**src/rtl/afifo_rd_unpack.sv**
```systemverilog
// Read-domain drain for the dual-clock FIFO: pops show-ahead DW-bit words and
// emits each one as DW/OW consecutive OW-bit beats on a valid/ready stream.
module afifo_rd_unpack #(
  parameter int DW        = 128,
  parameter int OW        = 32,
  parameter int LSB_FIRST = 1
) (
  input  logic          rclk,
  input  logic          rreset,
  input  logic          rempty,
  input  logic [DW-1:0] q,
  output logic          re,
  output logic          m_valid,
  input  logic          m_ready,
  output logic [OW-1:0] m_data,
  output logic          m_last,
  output logic [31:0]   word_cnt
);

  localparam int R    = DW / OW;
  localparam int IW   = (R > 1) ? $clog2(R) : 1;
  localparam int OFFW = (DW > 1) ? $clog2(DW) : 1;
  localparam logic [IW-1:0] LAST_IDX = IW'(R - 1);

  typedef enum logic {
    ST_IDLE   = 1'b0,
    ST_STREAM = 1'b1
  } state_t;

  state_t          r_state;
  state_t          w_state_nxt;
  logic [DW-1:0]   r_hold;
  logic [IW-1:0]   r_idx;
  logic [31:0]     r_word_cnt;
  logic            w_hold_v;
  logic            w_acc;
  logic            w_done;
  logic            w_load;
  logic [OFFW-1:0] w_off;

  assign w_hold_v = (r_state == ST_STREAM);
  assign w_acc    = w_hold_v & m_ready;
  assign w_done   = w_acc & (r_idx == LAST_IDX);
  // Reload coincides with the final-beat accept, so words stream without a bubble.
  assign w_load   = ~rempty & (~w_hold_v | w_done);

  assign re       = w_load & ~rreset;
  assign m_valid  = w_hold_v;
  assign m_last   = w_hold_v & (r_idx == LAST_IDX);
  assign word_cnt = r_word_cnt;

  // Next-state: enter STREAM on a load, fall back to IDLE when a word finishes with nothing to reload.
  always_comb begin
    w_state_nxt = r_state;
    case (r_state)
      ST_IDLE: begin
        if (w_load) begin
          w_state_nxt = ST_STREAM;
        end else begin
          w_state_nxt = ST_IDLE;
        end
      end
      ST_STREAM: begin
        if (w_done & ~w_load) begin
          w_state_nxt = ST_IDLE;
        end else begin
          w_state_nxt = ST_STREAM;
        end
      end
      default: w_state_nxt = ST_IDLE;
    endcase
  end

  // Beat selection: slice r_idx of the holding register in the configured order.
  always_comb begin
    w_off = '0;
    if (LSB_FIRST != 0) begin
      w_off = OFFW'(int'(r_idx) * OW);
    end else begin
      w_off = OFFW'(DW - (int'(r_idx) + 1) * OW);
    end
    m_data = r_hold[w_off +: OW];
  end

  // State, holding register, slice index and word counter.
  always_ff @(posedge rclk or posedge rreset) begin
    if (rreset) begin
      r_state    <= ST_IDLE;
      r_hold     <= '0;
      r_idx      <= '0;
      r_word_cnt <= 32'd0;
    end else begin
      r_state <= w_state_nxt;
      if (w_load) begin
        r_hold <= q;
        r_idx  <= '0;
      end else if (w_acc & ~w_done) begin
        r_idx <= r_idx + IW'(1);
      end else if (w_done) begin
        r_idx <= '0;
      end
      if (w_done) begin
        r_word_cnt <= r_word_cnt + 32'd1;
      end
    end
  end

endmodule

```
**config.mk**
```make
export PLATFORM = sky130hd
export DESIGN_NAME = afifo_rd_unpack
export DESIGN_NICKNAME = d
export VERILOG_FILES = /design/src/rtl/afifo_rd_unpack.sv
export SDC_FILE = /design/constraint.sdc
export NUM_CORES = 1
export LEC_CHECK = 0
export ABC_AREA = 1
export BUFFER_PORTS_ARGS = -buffer_cell sky130_fd_sc_hd__buf_2
export CAP_MARGIN = 10
export CELL_PAD_IN_SITES_DETAIL_PLACEMENT = 1
export CELL_PAD_IN_SITES_GLOBAL_PLACEMENT = 1
export CORE_MARGIN = 3
export CORE_UTILIZATION = 39
export DETAILED_ROUTE_END_ITERATION = 8
export PLACE_DENSITY = 0.87
export SLEW_MARGIN = 20
export SYNTH_ARGS = -nofsm -noshare
export SYNTH_HDL_FRONTEND = slang
export SYNTH_SLANG_ARGS = --single-unit
```
**constraint.sdc**
```tcl
create_clock -name rclk -period 5.73 [get_ports rclk]
set_input_delay 0 -clock rclk [delete_from_list [all_inputs] [get_ports rclk]]
set_output_delay 0 -clock rclk [all_outputs]
set_load 0.05 [all_outputs]
```
## Yosys cells after proc, flatten, opt, wreduce, memory -nomap -nowiden

Cells that the tools add are included.

- Output and inout port bits: 67
- Register bits: 163
- Input bits: 132

- Bitwise gates (word level): 13
- $add $sub $neg: 2
- Reductions and logical operators: 1
- Shift-type cells: 1
- Mux-type cells: 6
- Equal/unequal tests: 1

Operators by type and width:

| kind | count |
|---|---|
| $shiftx 128x8->32 | 1 |
| $add 32x1->32 const B | 1 |
| $and 1x1->1 | 7 |
| $mux 2 | 3 |
| $not 1->1 | 5 |
| $reduce_bool 3->1 | 1 |
| $add 2x1->2 const B | 1 |
| $eq 2x2->1 const B | 1 |
| $mux 1 | 2 |
| $pmux 1 s2 | 1 |
| $or 1x1->1 | 1 |

## Longest topological paths before layout

Gate-level depths: netlist (run 1).

- Depth in word-level cells: 8
- Gate-level depth with buffers: 10

## Worst setup path after synthesis (run 1)

No wires, ideal clock.

- Kind: register to output
- From: reg r_state, in the netlist m_valid
- To: out re
- Setup slack: 3.680 ns
- Required time: 5.730 ns
- Data arrival time: 2.050 ns
- Stages on the path, launching flop included: 8
- Path through: dfrtp_1 > nand2_2 > nor2_4 > inv_2 > nand2_2 > nand2_1 > clkbuf_1 > nor2_1

- Cells in the longest elaborated chain, start to end: 5

RTL lines:

| what | RTL line | text |
|---|---|---|
| start: declaration | 30 | `state_t r_state;` |
| start signal: assignment | 93 | `r_state <= w_state_nxt;` |
| $and 1x1->1 | 42 | `assign w_acc = w_hold_v & m_ready;` |
| $and 1x1->1 | 43 | `assign w_done = w_acc & (r_idx == LAST_IDX);` |
| $or 1x1->1 (*) | 45 | `assign w_load = ~rempty & (~w_hold_v \| w_done);` |
| $and 1x1->1 (*) | 45 |  |
| $and 1x1->1 (*) | 47 | `assign re = w_load & ~rreset;` |
| end: declaration | 12 | `output logic re,` |

Every way passes the cells marked *; elsewhere a longest branch is shown, timed or not.

## Worst setup path after layout (run 1)

- From: reg r_idx[0]
- To: out re

- Cells in the longest elaborated chain, start to end: 5

RTL lines:

| what | RTL line | text |
|---|---|---|
| start: declaration | 33 | `logic [IW-1:0] r_idx;` |
| start signal: assignment | 98 | `r_idx <= r_idx + IW'(1);` |
| $eq 2x2->1 | 43 |  |
| $and 1x1->1 | 43 |  |
| $or 1x1->1 | 45 |  |
| $and 1x1->1 | 45 |  |
| $and 1x1->1 | 47 |  |

No other way between the ends.

==> results of run 1 <==
## per-stage QoR
step	util (%)	std cells	hold WS [ns]	worst slack, ns
floorplan	-	1003	0.07603	1.325
global placement	45.27	1409	0.2252	2.088
detailed placement	45.27	1409	0.2285	1.995
CTS	54.81	1571	0.02234	1.531
global route	54.87	1576	0.09185	1.093
finish	54.88	1577	0.07979	1.346
## per-layer routing
metal	global-route usage (%)	vias to the layer above
met2	52.34	438
met5	0	-
met4	14.18	0
met3	5.088	112
met1	39.71	4282
li1	-	3845
## logic make-up (layout without fill, tap and decap cells)
kind of cell,count (synthesis),after routing,synth area share [%]
buffers and inverters,94,397,6.329
AO/OA/AOI/OAI,99,99,6.789
flip-flops,163,163,51.71
adder cells (fa/ha/maj),2,2,0.3172
other,0,6,0
AND/OR/NAND/NOR,633,633,33.52
XOR/XNOR,12,12,1.332
## sequential cells by signal, summed over array words and instances (netlist names)
| register | flops |
|---|---|
| m_valid | 1 |
| r_hold | 128 |
| r_idx | 2 |
| word_cnt | 32 |
## critical path, stage by stage, from the launching register on
cell,delay [ns]
dfrtp_2,0.34
buf_4,0.56
ha_1,0.31
inv_1,0.10
nor2_4,0.36
inv_2,0.15
nand2_4,0.46
nand2_4,0.65
buf_4,0.53
nor2_1,0.15
buf_2,0.27
## cell usage in the layout (no fill, tap or decap), drive strengths merged
master and instances:
and2 1, buf 205, clkbuf 17, clkinv 8, clkinvlp 1, dfrtp 163
diode 6, dlygate4sd3 130, ha 2, inv 36, nand2 362, nand3 140
nand3b 13, nand4 8, nor2 108, nor3 1, o21ai 67, o22ai 32
xnor2 5, xor2 7
## worst max-delay path by stage
| stage | start | end | slack [ns] |
|---|---|---|---|
| 6_report | r_idx[0] | re | 1.35 |
| 5_1_grt | r_idx[0] | re | 1.09 |
| 4_1_cts | r_idx[0] | re | 1.53 |
| 3_3_place_gp | r_idx[0] | re | 2.09 |
| 2_1_floorplan | rreset | m_valid | 1.33 |
| 3_5_place_dp | r_idx[0] | re | 1.99 |
## power by group
group / internal, uW / switching, uW
Combinational: 661 / 2020
Sequential: 1590 / 319
Clock: 578 / 575
## area by class of cell
| cell class | count | area, um^2 |
|---|---|---|
| antenna | 6 | 15.01 |
| timing repair buffer | 335 | 2345 |
| inverter | 30 | 120.1 |
| tap | 265 | 331.6 |
| clock buffer | 17 | 425.4 |
| sequential | 163 | 4080 |
| multi-input combinational | 746 | 3322 |
| fill | 2454 | 8867 |
| clock inverter | 15 | 147.6 |
==> impl_metrics.tcl, run 1 <==
set metrics [dict create \
    status "finished, final reports clean" \
    dp_hpwl_mm 18.14 \
    placed_cell_area_um2 8897 \
    rsz0062_at_grt "no" \
    fmax_mhz 228.1 \
    dr.first_iter.drc_count 648 \
    r2r_slack_ns 1.88 \
    hold_path_class "input pin to register" \
    synthArstFlopShare_pct 100.0 \
    first_pass_iters 5 \
    cts.sinks 163 \
    path_class "register to output pin" \
    cts.path.max_buffers 2 \
    irDropWorstVdd_uv 241.0 \
    fin_skew_ns 0.01559 \
    wl_met3_mm 2.107 \
    clk_root_buffer_cell "clkbuf_16" \
    htreeDepth 4 \
    cap_violations 0 \
    grt_overflow_total 0 \
    port_buffers 198 \
    track_usage_pct 31.16 \
    tritoncts "done" \
    period_needed_ns 4.384 \
    start_util_pct 40.13 \
    synth-edff-count 0 \
    crit_path_start_kind "register" \
    die_w_um 148.2 \
    r2r_end "r_hold[76]" \
    dieArea_um2 21970 \
    grt_max_degree 104 \
    via_per_inst 5.502 \
    cts_made_buffers 17 \
    final_area_um2 10790 \
    synth_area_per_cell_um2 7.864 \
    critPathCaptureType "output pin" \
    p_leak_uw 0.005524 \
    yosysMostFrequentCell "nand2_1" \
    setup_tns_ns 0 \
    cts_resized 0 \
    num_io_pins 199 \
    die-height_um 148.2 \
    synth_nets 1137 \
    antenna_found_initial 5 \
    drt_wl_total_mm 34.41 \
    cp_max_fo 83 \
    core_area_um2 19650 \
    drive_gt1_share_pct 18.91 \
    worst_pin_slew_ns 1.046 \
    synthCells 1003 \
    hold_end "word_cnt[15]" \
    post_cts_buffers 0 \
    ys_seq_elements 163 \
    wl_met1_mm 13.82 \
    timing.final.hold_violations 0 \
    hold_start "m_ready" \
    final_antenna_net_count 0 \
    period_share_pct 76.51 \
    synth_cell_types 21 \
    syn_area_um2 7888 \
    clock_latency_ns 0.44 \
    grt_pass1_vias 9230 \
    syn_to_final_growth_pct 36.75 \
    total_power_uw 5734 \
    clk_pin_slew_worst_paths_ns 0.07 \
    setup_viol 0 \
    reg2regPathDepth 10 \
    synth_seq_area_share_pct 51.71 \
    drv_slew 0 \
    fin_nets 1427 \
    synth.area.top_cells "dfrtp_1 52%, nand2_1 17%, nand3_1 8.9%" \
    slew_headroom_pct 30.20 \
    finalWeightedCongestion 0.8429 \
    min_path_cells 5 \
    grt_pass1_wl_mm 53.00 \
    cts_hold_buf 130 \
    drc 0 \
    netlist.area_leader.share_pct 51.71 \
    route.top_layer_used "met4" \
    synthFlopType "dfrtp_1" \
    p_per_area_nw_per_um2 531.5 \
    fp-row-count 51 \
    vias 8677 \
    synth_top_cells_by_count "360 x nand2_1, 163 x dfrtp_1, 140 x nand3_1" \
    yosysTopAreaCell "dfrtp_1" \
    cp.arrival_ns 4.38 \
    synth.yosys.warnings 0 \
    wl_met2_mm 16.86 \
    reg2reg_from "r_idx[0]" \
    crit_required_ns 5.73 \
    wl_per_cell_um 21.82 \
]
No activity file was read; power rests on OpenSTA's default activity.
==> run 2: changes to the inputs <==
Settings changed: CORE_UTILIZATION 39 to 35, PLACE_DENSITY 0.87 to 0.83.
Clock period 5.73 ns to 3.7 ns, I/O delays scaled along.
==> run 2 against run 1 <==
- non-clock buffer count increased by 2
- routed wire length decreased by 10%
- clock skew decreased by 0.00052 ns
- sequential power increased by 52%
- power increased by 51%
- critical endpoint is now m_data[8]
==> impl_metrics.tcl, run 2 (synthesis results as in run 1) <==
set metrics [dict create \
    period_needed_ns 3.437 \
    num_io_pins 199 \
    die_w_um 156.1 \
    grt_overflow_total 0 \
    vias 8323 \
    reg2regPathDepth 9 \
    reg2reg_from "r_idx[0]" \
    port_buffers 198 \
    cap_violations 0 \
    htreeDepth 4 \
    grt_pass1_vias 9066 \
    p_per_area_nw_per_um2 801.1 \
    p_leak_uw 0.005528 \
    syn_to_final_growth_pct 37.34 \
    clock_latency_ns 0.43 \
    dieArea_um2 24370 \
    wl_per_cell_um 19.35 \
    r2r_slack_ns 1.00 \
    grt_pass1_wl_mm 49.17 \
    crit_required_ns 3.70 \
    track_usage_pct 25.38 \
    slew_headroom_pct 31.65 \
    tritoncts "done" \
    r2r_end "r_hold[2]" \
    drv_slew 0 \
    setup_tns_ns 0 \
    cts_made_buffers 17 \
    setup_viol 0 \
    layout_commonest_cell "nand2_1" \
    drive_gt1_share_pct 18.84 \
    period_share_pct 92.90 \
    fin_skew_ns 0.01507 \
    hold_path_class "input pin to async pin" \
    final_antenna_net_count 0 \
    clk_pin_slew_worst_paths_ns 0.07 \
    clk_root_buffer_cell "clkbuf_16" \
    antenna_found_initial 6 \
    start_util_pct 35.92 \
    irDropWorstVdd_uv 506.5 \
    drc 0 \
    cp.arrival_ns 3.44 \
    timing.final.hold_violations 0 \
    grt_max_degree 164 \
    cp_max_fo 66 \
    drt_wl_total_mm 30.86 \
    finalWeightedCongestion 0.8017 \
    fillers 2719 \
    rsz0062_at_grt "no" \
    dp_hpwl_mm 17.73 \
    dr.first_iter.drc_count 631 \
    first_pass_iters 6 \
    fp-row-count 54 \
    total_power_uw 8678 \
    largest_register_ffs 128 \
    cts.sinks 163 \
    die-height_um 156.1 \
    status "finished, final reports clean" \
    layout_common_cells "359 x nand2_1, 198 x buf_2, 162 x dfrtp_1" \
    fin_nets 1429 \
    path_class "register to output pin" \
    final_area_um2 10830 \
    fmax_mhz 290.9 \
    crit_path_start_kind "register" \
    largest_register "r_hold" \
    cts.path.max_buffers 2 \
    placed_cell_area_um2 8935 \
    via_per_inst 5.218 \
    core_area_um2 21960 \
    critPathCaptureType "output pin" \
    worst_pin_slew_ns 1.025 \
]
-- run 2: layer usage --
| layer | up-vias | part of all wire (%) | global-route usage (%) | wire [um] |
|---|---|---|---|---|
| met5 | - | 0.023 | 0 | 7 |
| met4 | 2 | 3.1 | 10.55 | 962 |
| met3 | 72 | 5.0 | 4.965 | 1558 |
| met2 | 277 | 50 | 43.26 | 15500 |
| met1 | 4122 | 42 | 31.59 | 12840 |
| li1 | 3850 | - | - | - |
-- run 2: how the worst max path moves through the flow --
stage,start,endpoint,slack [ns],depth (start not counted)
final,r_idx[0],m_data[8],0.26,5
after CTS,r_idx[0],m_data[8],0.68,5
after floorplan,rreset,m_valid,1.63,1
after global placement,r_idx[0],m_data[8],1.16,5
after global routing,r_idx[0],m_data[8],0.05,5
after detailed placement,r_idx[0],r_hold[92],1.11,9
-- run 2: worst max-delay path, cell delays in order, from the launching register on --
cell,delay [ns]
dfrtp_2,0.36
buf_4,0.57
clkinv_2,0.95
o21ai_0,0.63
o22ai_1,0.17
buf_2,0.25
-- run 2: final cells by class --
class | count | area [um^2] | area share (%)
diodes | 9 | 22.52 | 0.2079
clock buffers | 18 | 439.2 | 4.054
clock inverters | 12 | 123.9 | 1.143
inverters | 30 | 120.1 | 1.109
multi-input cells | 746 | 3322 | 30.67
flip-flops and latches | 163 | 4080 | 37.66
well taps | 280 | 350.3 | 3.234
repair buffers | 337 | 2375 | 21.92
-- run 2: what timing repair did --
item,4_1_cts,5_1_grt
hold buffers,131,0
buffers inserted,0,0
gates resized for setup,0,0
hold endpoints to repair,293,0
-- run 2: metrics by stage --
stage          cells  utilization, %  hold WS [ns]  worst slack (ns)
6_report        1595           49.33        0.2836            0.2627
5_1_grt         1591           49.29        0.3524           0.04563
4_1_cts         1586           49.23        0.3167            0.6775
3_5_place_dp    1425           40.69        0.2343             1.112
3_3_place_gp    1425           40.69        0.2328             1.157
2_1_floorplan   1003               -       0.07603             1.629
-- run 2: power by group --
group | leakage [uW] | internal [uW] | switching [uW]
sequential | 0.00207 | 2460 | 436
combinational | 0.00318 | 1030 | 2990
clock | 0.000275 | 958 | 810
